$ cat config.mk
export PLATFORM = sky130hd
export DESIGN_NAME = load_store_unit
export DESIGN_NICKNAME = d
export VERILOG_FILES = /design/src/rtl/load_store_unit_pkg.sv /design/src/rtl/load_store_unit_lane_extract.sv /design/src/rtl/load_store_unit.sv
export SDC_FILE = /design/constraint.sdc
export NUM_CORES = 1
export LEC_CHECK = 0
export BUFFER_PORTS_ARGS = -buffer_cell sky130_fd_sc_hd__buf_2
export CORE_UTILIZATION = 30
export DETAILED_ROUTE_END_ITERATION = 12
export GPL_TIMING_DRIVEN = 0
export PLACE_DENSITY_LB_ADDON = 0.2
export SLEW_MARGIN = 20
export SYNTH_ARGS = -nofsm -noshare
export SYNTH_HDL_FRONTEND = slang
export SYNTH_SLANG_ARGS = --single-unit
$ cat constraint.sdc
create_clock -name clk -period 8.05 [get_ports clk]
set_input_delay 1.61 -clock clk [delete_from_list [all_inputs] [get_ports clk]]
set_output_delay 1.61 -clock clk [all_outputs]
set_load 0.005 [all_outputs]
$ cat src/rtl/load_store_unit_pkg.sv
// Shared definitions for the MEM-stage load/store unit.
// Holds the RV32I width codes, the FSM encoding and the default memory depth.
package load_store_unit_pkg;

  localparam logic [2:0] F3_B  = 3'b000;
  localparam logic [2:0] F3_H  = 3'b001;
  localparam logic [2:0] F3_W  = 3'b010;
  localparam logic [2:0] F3_BU = 3'b100;
  localparam logic [2:0] F3_HU = 3'b101;

  localparam int MEM_WORDS_DEF = 64;

  typedef enum logic {
    IDLE  = 1'b0,
    MERGE = 1'b1
  } lsu_state_t;

endpackage

$ cat src/rtl/load_store_unit_lane_extract.sv
// Selects the addressed byte/halfword of a memory word and sign/zero extends it.
// Purely combinational so the forwarding path can reuse it.
module load_store_unit_lane_extract
  import load_store_unit_pkg::*;
(
  input  logic [31:0] i_word,
  input  logic [1:0]  i_offset,
  input  logic [2:0]  i_funct3,
  output logic [31:0] o_value
);

  logic [7:0]  w_byte;
  logic [15:0] w_half;

  always_comb begin
    case (i_offset)
      2'd0:    w_byte = i_word[7:0];
      2'd1:    w_byte = i_word[15:8];
      2'd2:    w_byte = i_word[23:16];
      default: w_byte = i_word[31:24];
    endcase
    w_half = i_offset[1] ? i_word[31:16] : i_word[15:0];

    case (i_funct3)
      F3_B:    o_value = {{24{w_byte[7]}}, w_byte};
      F3_BU:   o_value = {24'h0, w_byte};
      F3_H:    o_value = {{16{w_half[15]}}, w_half};
      F3_HU:   o_value = {16'h0, w_half};
      default: o_value = i_word;
    endcase
  end

endmodule

$ cat src/rtl/load_store_unit.sv
// MEM-stage initiator for a word-addressed data memory: RV32I loads/stores,
// with read-modify-write for byte/halfword stores and fault detection.
//
// state | meaning
// IDLE  | accepting requests; loads and SW complete in one cycle
// MERGE | second cycle of SB/SH: write back the captured word with lane replaced
module load_store_unit
  import load_store_unit_pkg::*;
#(
  parameter int MEM_WORDS = MEM_WORDS_DEF,
  parameter int ADDR_W    = 32
) (
  input  logic              clk,
  input  logic              reset,
  input  logic              req_valid,
  input  logic              req_write,
  input  logic [2:0]        funct3,
  input  logic [ADDR_W-1:0] addr,
  input  logic [31:0]       store_data,
  output logic              stall,
  output logic [31:0]       load_data,
  output logic              load_valid,
  output logic              access_fault,
  output logic              mem_read,
  output logic              mem_write,
  output logic [ADDR_W-1:0] mem_addr,
  output logic [31:0]       mem_wdata,
  input  logic [31:0]       mem_rdata
);

  localparam logic [ADDR_W:0] ADDR_LIMIT = (ADDR_W+1)'(MEM_WORDS * 4);

  lsu_state_t r_state;
  lsu_state_t w_state_nxt;

  logic [31:0]       r_word;
  logic [1:0]        r_lane;
  logic              r_half;
  logic [15:0]       r_sdata;
  logic [ADDR_W-1:0] r_addr;
  logic [31:0]       r_load_data;
  logic              r_load_valid;
  logic              r_fault;

  logic              w_f3_ok;
  logic              w_align_ok;
  logic              w_range_ok;
  logic              w_legal;
  logic [ADDR_W-1:0] w_word_addr;
  logic [31:0]       w_ext;
  logic [31:0]       w_merged;

  assign w_word_addr = {2'b00, addr[ADDR_W-1:2]};

  // Unsigned widths are stores-only restricted: SBU/SHU do not exist
  always_comb begin
    case (funct3)
      F3_B, F3_H, F3_W: w_f3_ok = 1'b1;
      F3_BU, F3_HU:     w_f3_ok = !req_write;
      default:          w_f3_ok = 1'b0;
    endcase
  end

  assign w_align_ok = (funct3[1:0] == 2'b01) ? !addr[0] :
                      (funct3[1:0] == 2'b10) ? (addr[1:0] == 2'b00) : 1'b1;
  assign w_range_ok = {1'b0, addr} < ADDR_LIMIT;
  assign w_legal    = w_f3_ok && w_align_ok && w_range_ok;

  load_store_unit_lane_extract u_lane_extract (
    .i_word   (mem_rdata),
    .i_offset (addr[1:0]),
    .i_funct3 (funct3),
    .o_value  (w_ext)
  );

  always_comb begin
    w_merged = r_word;
    if (r_half) begin
      if (r_lane[1]) w_merged[31:16] = r_sdata;
      else           w_merged[15:0]  = r_sdata;
    end else begin
      case (r_lane)
        2'd0:    w_merged[7:0]   = r_sdata[7:0];
        2'd1:    w_merged[15:8]  = r_sdata[7:0];
        2'd2:    w_merged[23:16] = r_sdata[7:0];
        default: w_merged[31:24] = r_sdata[7:0];
      endcase
    end
  end

  // Memory strobes are forced low during reset so an abandoned merge never writes
  always_comb begin
    w_state_nxt = r_state;
    stall       = 1'b0;
    mem_read    = 1'b0;
    mem_write   = 1'b0;
    mem_wdata   = 32'h0;
    mem_addr    = w_word_addr;
    if (!reset) begin
      case (r_state)
        IDLE: begin
          if (req_valid && w_legal) begin
            if (!req_write) begin
              mem_read = 1'b1;
            end else if (funct3 == F3_W) begin
              mem_write = 1'b1;
              mem_wdata = store_data;
            end else begin
              mem_read    = 1'b1;
              stall       = 1'b1;
              w_state_nxt = MERGE;
            end
          end
        end
        MERGE: begin
          mem_write   = 1'b1;
          mem_wdata   = w_merged;
          mem_addr    = r_addr;
          w_state_nxt = IDLE;
        end
      endcase
    end
  end

  always_ff @(posedge clk or posedge reset) begin
    if (reset) begin
      r_state      <= IDLE;
      r_word       <= 32'h0;
      r_lane       <= 2'd0;
      r_half       <= 1'b0;
      r_sdata      <= 16'h0;
      r_addr       <= '0;
      r_load_data  <= 32'h0;
      r_load_valid <= 1'b0;
      r_fault      <= 1'b0;
    end else begin
      r_state      <= w_state_nxt;
      r_load_valid <= 1'b0;
      r_fault      <= 1'b0;
      if (r_state == IDLE && req_valid) begin
        if (!w_legal) begin
          r_fault <= 1'b1;
        end else if (!req_write) begin
          r_load_valid <= 1'b1;
          r_load_data  <= w_ext;
        end else if (funct3 != F3_W) begin
          r_word  <= mem_rdata;
          r_lane  <= addr[1:0];
          r_half  <= funct3[0];
          r_sdata <= store_data[15:0];
          r_addr  <= w_word_addr;
        end
      end
    end
  end

  assign load_data    = r_load_data;
  assign load_valid   = r_load_valid;
  assign access_fault = r_fault;

endmodule

==> results.sh, run 1 <==
export IMPL_synthTopCellsByArea="dfrtp_1 (47%), mux2_2 (15%), o21ai_0 (4.7%)"
export IMPL_num_antenna_cells=0
export IMPL_die_area_sq_um=21300
export IMPL_finalSetupTns_ps=0
export IMPL_critPathKind="in2out"
export IMPL_crit_fanout=70
export IMPL_grt_pass1_wl_um=31200
export IMPL_clkSinkCount=116
export IMPL_ys_seq_area_share_pct=46.6
export IMPL_syn_area_sq_um=6230
export IMPL_avgRoutedWirePerCell_um=17.7
export IMPL_viasPerCell=4.92
export IMPL_finalMaxSlewViolations=0
export IMPL_routed_via_count=5547
export IMPL_power_density_nw_per_um2=175
export IMPL_cts_resized_gates=0
export IMPL_yosysMostFrequentCell="dfrtp_1"
export IMPL_worst_pin_slew_ps=963
export IMPL_finalPower_mw=1.43
export IMPL_drive_gt1_share_pct=39.0
export IMPL_grt_start_max_net_pins=71
export IMPL_ys_ff_latch=116
export IMPL_cts_buffer_depth=2
export IMPL_rsz0062_at_grt="false"
export IMPL_reg2reg_depth=7
export IMPL_cts_buffers=17
export IMPL_core_sq_um=20300
export IMPL_yosysTopAreaCell="dfrtp_1"
export IMPL_insertion_delay_ps=420
export IMPL_synth_ff_type="dfrtp_1"
export IMPL_start_util_pct=30.7
export IMPL_cp_end_kind="output port"
export IMPL_syn_inst=624
export IMPL_crit_top_cell="buf_2"
export IMPL_drt_pass1_iter_count=5
export IMPL_busiest_layer="met2"
export IMPL_use_met2_pct=30.4
export IMPL_row_count=52
export IMPL_period_needed_ps=5460
export IMPL_clk_pin_slew_ps=60
export IMPL_grt_usage_pct=19.2
export IMPL_maxSlewHeadroom_pct=35.4
export IMPL_drt_iter0_drc=211
export IMPL_finalNetCount=948
export IMPL_hpwl_um=15500
export IMPL_outcome="complete, no violations"
export IMPL_setup_viol=0
export IMPL_yosys_top_cells_count="dfrtp_1 (116), mux2_2 (82), nand2_1 (69)"
export IMPL_yosysWarnings=0
export IMPL_finalCritPeriodShare_pct=67.8
export IMPL_fmax_mhz=183
export IMPL_gp_congestion=0.823
export IMPL_cp_top_family="buffers and inverters"
export IMPL_cp_data_required_time_ps=6440
export IMPL_leakage_nw=4.13
export IMPL_synth_async_reset_ratio_pct=100
export IMPL_grt_overflow=0
export IMPL_synth_edf_count=0
export IMPL_syn2layout_area_growth_pct=31.4
export IMPL_finalHoldViolations=0
export IMPL_post_cts_buffers=0
export IMPL_avgSynthCellArea_sq_um=9.98
export IMPL_drc=0
export IMPL_htree_levels=4
export IMPL_maxCapViolations=0
export IMPL_die_w_um=146
export IMPL_skew_ps=8.15
export IMPL_max_stage_delay_ps=740
export IMPL_holdBufCountCts=0
export IMPL_cts_root_buf="clkbuf_16"
export IMPL_num_fill_cells=2122
export IMPL_grt_pass1_vias=5525
export IMPL_finalCoreUtilization_pct=40.3
export IMPL_use_met1_pct=25.2
export IMPL_start_kind="input pin"
export IMPL_antenna_found_initial=2
export IMPL_ioPinCount=204
export IMPL_cp_depth=9
export IMPL_tritoncts="built"
export IMPL_synth_top_area_share_pct=46.6
export IMPL_yosys_cell_types_count=44
export IMPL_use_met3_pct=5.69
export IMPL_ir_worst_vdd_v=0.000131
export IMPL_numPortBuffers=200
export IMPL_crit_slowest_cell="a21oi_1"
export IMPL_arrival_ps=3850
export IMPL_ant_nets=0
export IMPL_drt_total_wl_um=19900
export IMPL_path_cells="buf_2 -> inv_6 -> buf_16 -> nand3_1 -> nor3_1 -> a21oi_1 -> clkbuf_1 -> a211oi_1 -> buf_2"
export IMPL_min_path_type="reg2reg"
export IMPL_die_y_um=146
export IMPL_hold_depth=2
export IMPL_path_buf_inv=5
==> metrics by stage <==
step	cells	hold slack (ps)	area, sq um	worst slack [ps]
4_1_cts	1128	481	8180	2580
6_report	1128	479	8180	2590
5_1_grt	1128	495	8180	2380
3_5_place_dp	1096	468	7600	2580
3_3_place_gp	1095	458	7570	-784
2_1_floorplan	625	447	6230	1210
==> worst min-delay path, stage by stage, from the launching register on <==
cell and delay (ps):
dfrtp_1 340, nand2_1 40, o21ai_0 60
==> report_power, final <==
group	switching (mW)	internal [mW]	total, mW
combinational	0.0635	0.0467	0.110
clock	0.295	0.444	0.740
sequential	0.0000669	0.584	0.584
total	0.359	1.07	1.43
==> per-layer routing <==
layer  up-vias  wire (um)
met5         -         10
met4         2        374
met2       203       9050
li1       2697          -
met1      2615       9110
met3        30       1380
==> cells by family after synthesis <==
kind of cell / share of synthesized area (%)
simple gates: 13.4
compound gates: 16.9
flops: 46.6
mux: 19.0
buf+inv: 4.06
other cells: 0.0602
==> final timing paths <==
path                                            from                         to  slack (ps)
setup reg to reg                 r_state$_DFFE_PP0N_  load_data[15]$_DFFE_PP0P_        6000
max in group asynchronous                      reset      r_word[0]$_DFFE_PP0P_        6060
setup / recovery                               reset              mem_wdata[23]        2590
hold / removal             load_data[22]$_DFFE_PP0P_  load_data[22]$_DFFE_PP0P_         480
min in group asynchronous                      reset     r_addr[22]$_DFFE_PP0P_        1270
hold reg to reg            load_data[22]$_DFFE_PP0P_  load_data[22]$_DFFE_PP0P_         480
==> layout make-up <==
class / count / area (sq um) / share of cell area [%]
well taps: 270 / 338 / 4.13
inverters: 14 / 57.6 / 0.704
flip-flops and latches: 116 / 2900 / 35.5
clock inverters: 13 / 124 / 1.51
plain buffers: 48 / 200 / 2.45
repair buffers: 201 / 1030 / 12.6
multi-input cells: 447 / 3070 / 37.6
clock buffers: 19 / 453 / 5.54
==> cell usage in the layout, fill, tap and decap left out, types with 2 or more instances in the layout <==
cell type	count
nor3_1	2
clkinv_2	2
nor3b_1	5
buf_4	2
a211oi_1	16
mux2_2	82
nand2_1	69
mux4_2	2
clkinvlp_4	3
nand4_1	3
o221ai_1	6
a21oi_1	35
o22ai_1	18
nor2_1	43
o22a_1	14
clkbuf_8	2
mux2_1	5
dfrtp_1	116
clkinv_4	3
o21ai_0	59
and2_1	26
a221oi_1	8
inv_6	5
mux2i_1	16
nor4_1	6
a31oi_1	2
buf_1	4
conb_1	2
nor2b_1	5
o211ai_1	6
clkbuf_1	32
clkbuf_16	17
nand2b_1	2
inv_1	13
buf_2	210
==> sequential cells by signal (all words and copies together) (netlist names) <==
register,count
r_addr,30
r_state,1
load_valid,1
load_data,32
access_fault,1
r_word,32
r_lane,2
r_sdata,16
r_half,1
(Power assumes the default switching activity.)
==> inputs of run 2 (changes only) <==
- clock period: 8.05 -> 4.68 ns (I/O delays scaled with it)
==> results.sh, run 2 (synthesis gave the netlist of run 1 again) <==
export IMPL_avgRoutedWirePerCell_um=17.7
export IMPL_reg2reg_depth=7
export IMPL_cp_depth=9
export IMPL_arrival_ps=3280
export IMPL_r2r_end="load_data[29]$_DFFE_PP0P_"
export IMPL_clk_pin_slew_ps=50
export IMPL_cts_buffers=17
export IMPL_grt_pass1_wl_um=31300
export IMPL_holdBufCountCts=0
export IMPL_drt_iter0_drc=235
export IMPL_ir_worst_vdd_v=0.000273
export IMPL_crit_fanout=29
export IMPL_fmax_mhz=237
export IMPL_insertion_delay_ps=420
export IMPL_clkSinkCount=116
export IMPL_finalHoldViolations=0
export IMPL_outcome="complete, no violations"
export IMPL_finalCritPeriodShare_pct=90.1
export IMPL_dp_cells=1099
export IMPL_drt_total_wl_um=20000
export IMPL_antenna_found_initial=1
export IMPL_layout_common_cells="buf_2 (210), dfrtp_1 (116), mux2_2 (82)"
export IMPL_r2r_start="r_state$_DFFE_PP0N_"
export IMPL_setup_ws_ps=462
export IMPL_grt_usage_pct=19.4
export IMPL_routed_via_count=5572
export IMPL_num_antenna_cells=0
export IMPL_path_cells="buf_2 -> clkinvlp_4 -> buf_12 -> nand3_1 -> nor3_1 -> a21oi_1 -> clkbuf_1 -> a211oi_1 -> buf_2"
export IMPL_path_buf_inv=5
export IMPL_grt_overflow=0
export IMPL_max_stage_delay_ps=790
export IMPL_cp_endpoint="mem_wdata[19]"
export IMPL_num_fill_cells=2073
export IMPL_row_count=52
export IMPL_multi_input_area_sq_um=3070
export IMPL_cp_top_family="buffers and inverters"
export IMPL_power_density_nw_per_um2=319
export IMPL_leakage_nw=4.17
export IMPL_die_w_um=146
export IMPL_post_cts_buffers=0
export IMPL_gp_congestion=0.851
export IMPL_drive_gt1_share_pct=39.1
export IMPL_drt_pass1_iter_count=4
export IMPL_layout_area_seq_sq_um=2900
export IMPL_cp_end_kind="output port"
export IMPL_cts_resized_gates=0
export IMPL_die_area_sq_um=21300
export IMPL_setup_viol=0
export IMPL_r2r_setup_slack_ps=2660
export IMPL_start_util_pct=30.7
export IMPL_drc=0
export IMPL_ant_nets=0
export IMPL_viasPerCell=4.93
export IMPL_hpwl_um=15700
export IMPL_die_y_um=146
export IMPL_numPortBuffers=200
export IMPL_min_path_type="reg2reg"
export IMPL_final_common_cell="buf_2"
export IMPL_syn2layout_area_growth_pct=33.5
export IMPL_crit_slowest_cell="a21oi_1"
export IMPL_dp_slack_ps=466
export IMPL_skew_ps=6.29
export IMPL_htree_levels=4
export IMPL_crit_start="reset"
export IMPL_finalNetCount=951
export IMPL_core_sq_um=20300
export IMPL_period_needed_ps=4220
export IMPL_cts_buffer_depth=2
export IMPL_rsz0062_at_grt="false"
export IMPL_finalSetupTns_ps=0
export IMPL_fin_cells=1131
export IMPL_ioPinCount=204
export IMPL_worst_pin_slew_ps=1010
export IMPL_critPathKind="in2out"
export IMPL_tritoncts="built"
export IMPL_finalPower_mw=2.65
export IMPL_crit_top_cell="buf_2"
export IMPL_maxCapViolations=0
export IMPL_cts_root_buf="clkbuf_16"
export IMPL_maxSlewHeadroom_pct=32.4
export IMPL_grt_start_max_net_pins=32
export IMPL_cp_data_required_time_ps=3740
export IMPL_start_kind="input pin"
export IMPL_finalMaxSlewViolations=0
export IMPL_grt_pass1_vias=5592
==> run 2: final cells by class <==
class	count	area share, %
plain buffers	48	2.41
clock buffers	20	5.50
clock inverters	12	2.42
inverters	14	0.678
multi-input cells	447	37.0
flip-flops and latches	116	34.9
well taps	270	4.07
repair buffers	204	13.0
==> run 2: worst min-delay path by stage <==
stage	from	endpoint	slack [ps]	cells past startpoint
global route	r_addr[22]$_DFFE_PP0P_	r_addr[22]$_DFFE_PP0P_	500	1
floorplan	r_addr[10]$_DFFE_PP0P_	r_addr[10]$_DFFE_PP0P_	450	1
detailed placement	load_data[16]$_DFFE_PP0P_	load_data[16]$_DFFE_PP0P_	470	2
CTS	load_data[8]$_DFFE_PP0P_	load_data[8]$_DFFE_PP0P_	480	2
finish	load_data[15]$_DFFE_PP0P_	load_data[15]$_DFFE_PP0P_	480	2
global placement	load_data[7]$_DFFE_PP0P_	load_data[7]$_DFFE_PP0P_	460	1
==> run 2: power breakdown <==
group / internal, mW / switching [mW] / total (mW)
Combinational: 0.0845 / 0.111 / 0.195
Sequential: 1.00 / 0.000118 / 1.00
Clock: 0.973 / 0.478 / 1.45
==> run 2: layer usage <==
layer	up-vias	wire [um]	track usage, %
li1	2702	-	-
met1	2654	8890	24.9
met2	195	9380	31.8
met3	19	1480	5.38
met4	2	213	5.52
met5	-	13	0
==> run 2: worst register-to-register path, cell delays in order, from the launching register on <==
cell and delay [ps]:
dfrtp_1 400, nor2_1 140, and4_1 190, or4b_1 430
clkbuf_1 210, clkbuf_1 300, nand2_1 140, o21ai_0 80
==> run 2: per-stage QoR <==
stage          cell area (sq um)  utilization, %  hold WS (ps)
2_1_floorplan               6230               -           447
3_3_place_gp                7570            37.3           459
3_5_place_dp                7650            37.7           466
4_1_cts                     8310            40.9           478
5_1_grt                     8310            40.9           498
6_report                    8310            40.9           475
==> inputs of run 3 (changes only) <==
==> constraint.sdc (replaced) <==
create_clock -name clk -period 4.68 [get_ports clk]
set_input_delay 0.234 -clock clk [delete_from_list [all_inputs] [get_ports clk]]
set_output_delay 0.234 -clock clk [all_outputs]
set_load 0.005 [all_outputs]
==> results.sh, run 3 (synthesis gave the netlist of run 1 again) <==
export IMPL_core_sq_um=20300
export IMPL_antenna_found_initial=2
export IMPL_die_w_um=146
export IMPL_drc=0
export IMPL_critPathKind="in2out"
export IMPL_avgRoutedWirePerCell_um=17.6
export IMPL_final_common_cell="buf_2"
export IMPL_cts_resized_gates=0
export IMPL_cts_root_buf="clkbuf_16"
export IMPL_start_kind="input pin"
export IMPL_finalMaxSlewViolations=0
export IMPL_max_stage_delay_ps=740
export IMPL_setup_ws_ps=1440
export IMPL_maxCapViolations=0
export IMPL_start_util_pct=30.7
export IMPL_syn2layout_area_growth_pct=31.5
export IMPL_crit_top_cell="buf_2"
export IMPL_num_fill_cells=2121
export IMPL_row_count=52
export IMPL_drive_gt1_share_pct=39.0
export IMPL_grt_start_max_net_pins=71
export IMPL_cts_buffers=17
export IMPL_insertion_delay_ps=420
export IMPL_path_buf_inv=6
export IMPL_min_path_type="in2reg"
export IMPL_clkSinkCount=116
export IMPL_holdBufCountCts=1
export IMPL_stdcell_area_sq_um=8190
export IMPL_setup_viol=0
export IMPL_ir_worst_vdd_v=0.000224
export IMPL_crit_fanout=70
export IMPL_skew_ps=7.68
export IMPL_leakage_nw=4.13
export IMPL_finalCritPeriodShare_pct=69.3
export IMPL_rsz0062_at_grt="false"
export IMPL_layout_common_cells="buf_2 (210), dfrtp_1 (116), mux2_2 (82)"
export IMPL_grt_pass1_vias=5541
export IMPL_cp_top_family="buffers and inverters"
export IMPL_die_area_sq_um=21300
export IMPL_ant_nets=0
export IMPL_power_density_nw_per_um2=301
export IMPL_arrival_ps=3010
export IMPL_htree_levels=4
export IMPL_finalSetupTns_ps=0
export IMPL_drt_total_wl_um=19900
export IMPL_finalHoldViolations=0
export IMPL_post_dp_cell_area_sq_um=7600
export IMPL_post_cts_buffers=0
export IMPL_die_y_um=146
export IMPL_hpwl_um=15500
export IMPL_grt_usage_pct=19.2
export IMPL_maxSlewHeadroom_pct=35.0
export IMPL_drt_pass1_iter_count=4
export IMPL_tritoncts="built"
export IMPL_dp_slack_ps=1960
export IMPL_outcome="complete, no violations"
export IMPL_cts_buffer_depth=2
export IMPL_cp_data_required_time_ps=4450
export IMPL_grt_overflow=0
export IMPL_routed_via_count=5553
export IMPL_ioPinCount=204
export IMPL_cp_end_kind="output port"
export IMPL_grt_pass1_wl_um=31200
export IMPL_fmax_mhz=308
export IMPL_gp_congestion=0.823
export IMPL_num_antenna_cells=0
export IMPL_crit_slowest_cell="a21oi_1"
export IMPL_fin_hold_ws_ps=59.2
export IMPL_path_cells="dlygate4sd3_1 -> buf_2 -> inv_6 -> buf_16 -> nand3_1 -> nor3_1 -> a21oi_1 -> clkbuf_1 -> a211oi_1 -> buf_2"
export IMPL_worst_pin_slew_ps=968
export IMPL_drt_iter0_drc=234
export IMPL_finalNetCount=949
export IMPL_clk_pin_slew_ps=60
export IMPL_viasPerCell=4.92
export IMPL_period_needed_ps=3240
export IMPL_numPortBuffers=200
run 3: changes by cell type in the layout (fill, tap and decap cells not counted), sizes merged:
cell,previous run,this run
clkbuf,52,51
dlygate4sd3,0,1
clkinv,1,5
clkinvlp,6,3
buf,220,217
bufinv,5,1
inv,14,18
run 3: cell type report:
cell class	count	area, sq um	area share (%)
tap	270	338	4.13
sequential	116	2900	35.5
clock buffer	19	453	5.53
timing repair buffer	202	1040	12.7
inverter	14	57.6	0.703
multi-input combinational	447	3070	37.5
clock inverter	13	124	1.51
buffer	48	200	2.44
run 3: final timing paths:
| path | slack (ps) | depth (start not counted) | endpoint | startpoint |
|---|---|---|---|---|
| setup / recovery | 1440 | 10 | mem_wdata[23] | reset |
| hold / removal | 60 | 2 | r_addr[0]$_DFFE_PP0P_ | addr[2] |
| setup reg to reg | 2640 | 7 | load_data[15]$_DFFE_PP0P_ | r_state$_DFFE_PP0N_ |
| hold reg to reg | 480 | 1 | load_data[7]$_DFFE_PP0P_ | load_data[7]$_DFFE_PP0P_ |
| max in group asynchronous | 3530 | 4 | r_word[30]$_DFFE_PP0P_ | reset |
| min in group asynchronous | 450 | 3 | r_addr[22]$_DFFE_PP0P_ | reset |
run 3: through the flow:
stage	instances	utilization, %	total power [mW]
after floorplan	625	-	1.11
after global placement	1095	37.3	1.21
after detailed placement	1096	37.4	1.21
after CTS	1129	40.3	2.50
after global routing	1129	40.3	2.55
final	1129	40.3	2.47
run 3: worst register-to-register path: cells and delay by family (launching register included):
family          cells  cell delay [ps]
flops               1              410
buf+inv             2              510
simple gates        4              920
compound gates      1               90
run 3: report_power, final:
group          switching [mW]  internal (mW)  total [mW]
sequential           0.000115           1.00        1.00
combinational           0.109         0.0809       0.190
clock                   0.507          0.764        1.27
run 3: metal layers:
layer / share of wire [%] / track usage, % / wire [um] / up-vias
li1: - / - / - / 2698
met1: 45 / 25.2 / 9040 / 2609
met2: 45 / 30.4 / 9060 / 215
met3: 7.2 / 5.63 / 1440 / 29
met4: 1.8 / 6.20 / 368 / 2
met5: 0.050 / 0 / 10 / -
